### config.mk
export PLATFORM = sky130hd
export DESIGN_NAME = pc_update
export DESIGN_NICKNAME = d
export VERILOG_FILES = /design/src/rtl/pc_update.sv
export SDC_FILE = /design/constraint.sdc
export NUM_CORES = 1
export LEC_CHECK = 0
export BUFFER_PORTS_ARGS = -buffer_cell sky130_fd_sc_hd__buf_2
export CELL_PAD_IN_SITES_DETAIL_PLACEMENT = 1
export CELL_PAD_IN_SITES_GLOBAL_PLACEMENT = 2
export CORE_MARGIN = 2
export CORE_UTILIZATION = 30
export CTS_CLUSTER_SIZE = 28
export DETAILED_ROUTE_END_ITERATION = 10
export HOLD_SLACK_MARGIN = 0.1
export MAX_ROUTING_LAYER = met4
export PLACE_DENSITY = 0.82
export SYNTH_ARGS = -nofsm -noshare
export SYNTH_HDL_FRONTEND = slang
export SYNTH_SLANG_ARGS = --single-unit
### constraint.sdc
create_clock -name clock -period 4.4 [get_ports clock]
set_input_delay 0.88 -clock clock [delete_from_list [all_inputs] [get_ports clock]]
set_output_delay 0.88 -clock clock [all_outputs]
set_load 0.01 [all_outputs]
### src/rtl/pc_update.sv
// pc_update: program counter register and next-PC stage.
// Hands each PC to fetch, waits for the execute result, detects misaligned targets, counts retirements.
module pc_update #(
   parameter int XLEN = 32,
   parameter logic [XLEN-1:0] RESET_PC = 32'h8000_0000
) (
   input  logic            clock,
   input  logic            reset,
   output logic            ifu_valid,
   input  logic            ifu_ready,
   output logic [XLEN-1:0] ifu_pc,
   input  logic            exu_valid,
   output logic            exu_ready,
   input  logic            pca_src,
   input  logic            pcb_src,
   input  logic [XLEN-1:0] exu_imm,
   input  logic [XLEN-1:0] exu_rs1,
   output logic            misalign,
   output logic [XLEN-1:0] misalign_pc,
   output logic [63:0]     retire_cnt
);
   typedef enum logic [1:0] {S_ISSUE, S_WAIT, S_HALT} state_t;
   state_t          r_state, w_next;
   logic [XLEN-1:0] r_pc, r_misalign_pc, w_sum, w_target;
   logic [63:0]     r_retire_cnt;
   logic            r_misalign, w_commit, w_aligned;
   // Register-indirect jumps drop bit 0 after the add, before the alignment test.
   assign w_sum     = (pca_src ? exu_imm : XLEN'(4)) + (pcb_src ? exu_rs1 : r_pc);
   assign w_target  = {w_sum[XLEN-1:1], w_sum[0] & ~pcb_src};
   assign w_aligned = w_target[1:0] == 2'b00;
   assign w_commit  = r_state == S_WAIT && exu_valid;
   always_ff @(posedge clock) begin
      r_state <= reset ? S_ISSUE : w_next;
   end
   always_comb begin
      w_next = (r_state == S_ISSUE && ifu_ready) ? S_WAIT :
               w_commit ? (w_aligned ? S_ISSUE : S_HALT) : r_state;
   end
   always_comb begin
      ifu_valid = !reset && r_state == S_ISSUE;
      exu_ready = !reset && r_state == S_WAIT;
   end
   always_ff @(posedge clock) begin
      if (reset) begin
         r_pc          <= RESET_PC;
         r_misalign    <= 1'b0;
         r_misalign_pc <= '0;
         r_retire_cnt  <= '0;
      end else if (w_commit && w_aligned) begin
         r_pc         <= w_target;
         r_retire_cnt <= r_retire_cnt + 64'd1;
      end else if (w_commit) begin
         r_misalign    <= 1'b1;
         r_misalign_pc <= w_target;
      end
   end
   assign ifu_pc      = r_pc;
   assign misalign    = r_misalign;
   assign misalign_pc = r_misalign_pc;
   assign retire_cnt  = r_retire_cnt;
endmodule

== Yosys cells after proc, flatten, opt, wreduce, memory -nomap -nowiden ==
Cells that the tools add are included.

* Latch bits: 0
* Logic and storage cells: 28
* Register bits: 131
* Memories: 0
* Memory bits (writable): 0
* Output and inout port bits: 131
* Memory bits (read-only): 0

* Reductions and logical operators: 11
* Shift operators: 0
* Muxes and demuxes: 5
* Multiply operators: 0
* Bitwise operators: 3
* Divide/modulo/power cells: 0
* $lt $le $gt $ge: 0
* Add/sub/neg operators: 2
* Equal/unequal tests: 1

{| class="wikitable"
|+ Operators by type and width
! cell !! number
|-
| 64-bit by 1-bit adder with 64-bit output, second input constant || 1
|-
| 32-bit 2-to-1 mux || 2
|-
| 32-bit adder || 1
|-
| 1-bit logical AND || 5
|-
| 2-bit zero test || 2
|-
| 2-bit by 1-bit equality test with 1-bit output, second input constant || 1
|-
| 1-bit 2-to-1 mux || 2
|-
| 2-bit 2-to-1 mux || 1
|-
| 1-bit NOT || 2
|-
| 2-bit AND reduction || 1
|-
| 2-bit nonzero test || 1
|-
| 2-bit OR reduction || 1
|-
| 1-bit bitwise AND || 1
|-
| 1-bit zero test || 1
|}

== Longest topological paths before layout ==
* Depth in word-level cells: 7
* Gate-level depth with buffers: 14
* Gate-level depth less buffers: 12

== Least setup slack after synthesis ==
No wires, ideal clock.

* Kind: input -> register
* From: input port pcb_src
* To: register r_retire_cnt[59] (netlist: retire_cnt[59])
* Data arrival time: 3,834 ps
* Path buffers: 4
* Stages on the path: 13
* Setup slack: 496 ps
* Data required time: 4,330 ps
* Path through: buf_2 > clkbuf_1 > mux2_2 > fa_1 > nor3_2 > nand4_4 > nor3_4 > and2_1 > buf_4 > nand3_2 > buf_6 > or3_1 > a21oi_1

* Elaborated cells between the ends (all ways): 6

{| class="wikitable"
|+ RTL lines
! item !! RTL line !! source
|-
| from (decl) || 15 || <nowiki>input logic pcb_src,</nowiki>
|-
| 32-bit 2-to-1 mux || 28 || <nowiki>assign w_sum = (pca_src ? exu_imm : XLEN'(4)) + (pcb_src ? exu_rs1 : r_pc);</nowiki>
|-
| 32-bit adder || 28 ||
|-
| net w_sum[1] || 24 || <nowiki>logic [XLEN-1:0] r_pc, r_misalign_pc, w_sum, w_target;</nowiki>
|-
| 2-bit zero test || 30 || <nowiki>assign w_aligned = w_target[1:0] == 2'b00;</nowiki>
|-
| 1-bit logical AND || 49 || <nowiki>end else if (w_commit && w_aligned) begin</nowiki>
|-
| to (signal assigned) || 51 || <nowiki>r_retire_cnt <= r_retire_cnt + 64'd1;</nowiki>
|-
| to (decl) || 25 || <nowiki>logic [63:0] r_retire_cnt;</nowiki>
|}

The timed path passes the listed nets, and every way through them passes these cells.
A chain may end at the register's enable or synchronous reset.

== Worst setup path after layout ==
* From: input port pcb_src
* To: register r_retire_cnt[55] (netlist: retire_cnt[55])

The elaborated chain is that of the path after synthesis.

==> reports/metrics.cfg <==
[clock_tree]
cts.clk_slew.worst_paths_ps=70
cts_hold_buf=0
cts_tree=built
clk_latency_ps=430
cts_buffers=17
clockBufferDepth=2
h-tree-depth=4
cts_setup_buffers=0
clock_sinks=131
cts-resized-gates=0
root_buffer=clkbuf_16

[worst_setup_path]
cp.required_ps=4750
end_kind=flip-flop
crit_fanout=12
critPathKind=primary input to flip-flop
arrival_ps=4110
reg2reg_depth=10
worst_setup_path_start_kind=primary input

[drt]
ant_nets=0
drc=0
viasPerCell=4.89
wire_per_inst_um=16.8
first_pass_iters=4
drt_iter0_drc=238
vias=7009
routed_wirelength_um=24000

[synth]
synth_edf_count=0
synth.area.top_cells=dfxtp_1 35%, nand2_1 7.6%, a21oi_1 6.4%
yosysSeqAreaShare_pct=35.5
syn-num-nets=1007
synth_cell_types=65
async_reset_ff_share_pct=0
synth_area_per_cell_um2=8.17
syn_inst=904
synth_largest_area_cell=dfxtp_1
synth_seq_cells=131
ys.warnings.count=0
synth_top_cell_area_share_pct=35.5
synth_ff_type=dfxtp_1
synth_area_mm2=0.00739

[die]
die_x_um=161
die_area_mm2=0.0259
die_h_um=161
rows=57
start_util_pct=30.5
ios=201
coreArea_mm2=0.0242

[sta]
fin_tns_setup_ps=0
worstMarginPinSlew_ps=838
hold_viol=0
period_share_pct=85.5
clock.fmax_mhz=266
slew_headroom_pct=44.2
rsz0062_at_grt=no
period_minus_slack_ps=3760
fin_skew_ps=11.2
slew_viol_final=0
setup_viol=0

[global_routing]
antenna_found_initial=1
grt_max_degree=75
grt_pass1_vias=7099
grt_pass1_wl_um=38500
grt.total_usage_pct=19.2
grt_overflow=0

[placed_design]
gp_congestion=0.835
hpwl_um=18000
portBuffers=200

[power]
irDropWorstVdd_mv=0.189
p_total_mw=3.15
p_leak_nw=4.14
p_per_area_mw_per_mm2=337

[worst_hold_path]
hold_path.class=flip-flop to flip-flop
hold_depth=2

[final_layout]
area_delta_synth_final_pct=26.5
final_cell_mix=199 x buf_2, 149 x nand2_1, 131 x dfxtp_1
final_common_cell=buf_2
n_fill_cell=2997
drive_gt1_share_pct=27.6
final_nets=1196

[run]
maxCapViolCount=0

[status]
status=completed

==> stage by stage <==
step	instance area, um2	util (%)	cells	hold WS (ps)	setup WS [ps]
finish	9350	38.5	1432	452	637
global route	9340	38.5	1431	482	376
CTS	9340	38.5	1430	456	625
detailed placement	8730	36.0	1398	447	177
global placement	8730	36.0	1398	445	292
floorplan	7390	-	904	481	496
==> cells in the mapped netlist, types with 5 or more instances <==
cell	count
buf_2	6
nor3_2	5
inv_1	10
nand3_1	24
and2_1	35
a211oi_1	8
or3_1	12
xor2_1	40
clkbuf_1	35
and4_1	7
and3_1	16
dfxtp_1	131
mux2_2	31
nand2_1	149
o21ai_0	28
o21bai_1	5
a21o_1	12
xnor2_1	41
ha_1	32
a21oi_1	95
nand3b_1	6
nand4_1	13
nor3_1	9
nor2_1	89
nor2b_1	5
==> worst paths after layout <==
check | end | slack, ps | startpoint
min | misalign_pc[6] | 450 | misalign_pc[6]
max reg2reg | retire_cnt[55] | 1070 | ifu_pc[0]
min reg2reg | misalign_pc[6] | 450 | misalign_pc[6]
max | retire_cnt[55] | 640 | pcb_src
==> sequential cells by signal, summed over array words and instances (netlist names) <==
signal       flops
misalign_pc     32
ifu_pc          32
misalign         1
r_state          2
retire_cnt      64
==> cells by family (layout without fill, tap and decap cells) <==
| family | after synthesis | count (layout) | share of synthesized area [%] |
|---|---|---|---|
| AO/OA/AOI/OAI | 173 | 173 | 14.2 |
| AND/OR/NAND/NOR | 399 | 399 | 27.1 |
| flip-flops | 131 | 131 | 35.5 |
| XOR/XNOR | 81 | 81 | 9.60 |
| other | 0 | 2 | 0 |
| buffers and inverters | 55 | 257 | 3.06 |
| multiplexers | 32 | 32 | 4.86 |
| adder cells (fa/ha/maj) | 33 | 33 | 5.69 |
==> layout make-up <==
cell class	instances	area (um2)	area share, %
clock inverters	15	180	1.93
flip-flops and latches	131	2620	28.1
multi-input cells	718	4550	48.7
well taps	324	405	4.34
repair buffers	215	1120	11.9
inverters	10	37.5	0.402
diodes	2	5.00	0.0536
clock buffers	17	425	4.55
==> power breakdown <==
part           leakage [nW]  internal [mW]  total (mW)  switching, mW
combinational          2.80          0.180       0.448          0.268
sequential             1.06           1.21        1.23         0.0178
clock                 0.292          0.816        1.47          0.656
total                  4.14           2.21        3.15          0.942
==> per-layer routing <==
metal / vias up / global-route usage [%] / wire, um
met5: - / - / 0
met4: 0 / 4.67 / 214
met3: 14 / 3.41 / 1150
met2: 154 / 29.2 / 10700
met1: 3337 / 26.4 / 12000
li1: 3504 / - / -
==> critical path: stages <==
cell and delay (ps):
buf_2 140, buf_4 220, mux2_2 380, fa_1 560
nor3_4 320, nand4_4 180, nor3_4 220, and2_1 380
nand3_2 270, or3_1 370, a21oi_1 170
(Power assumes the default switching activity.)
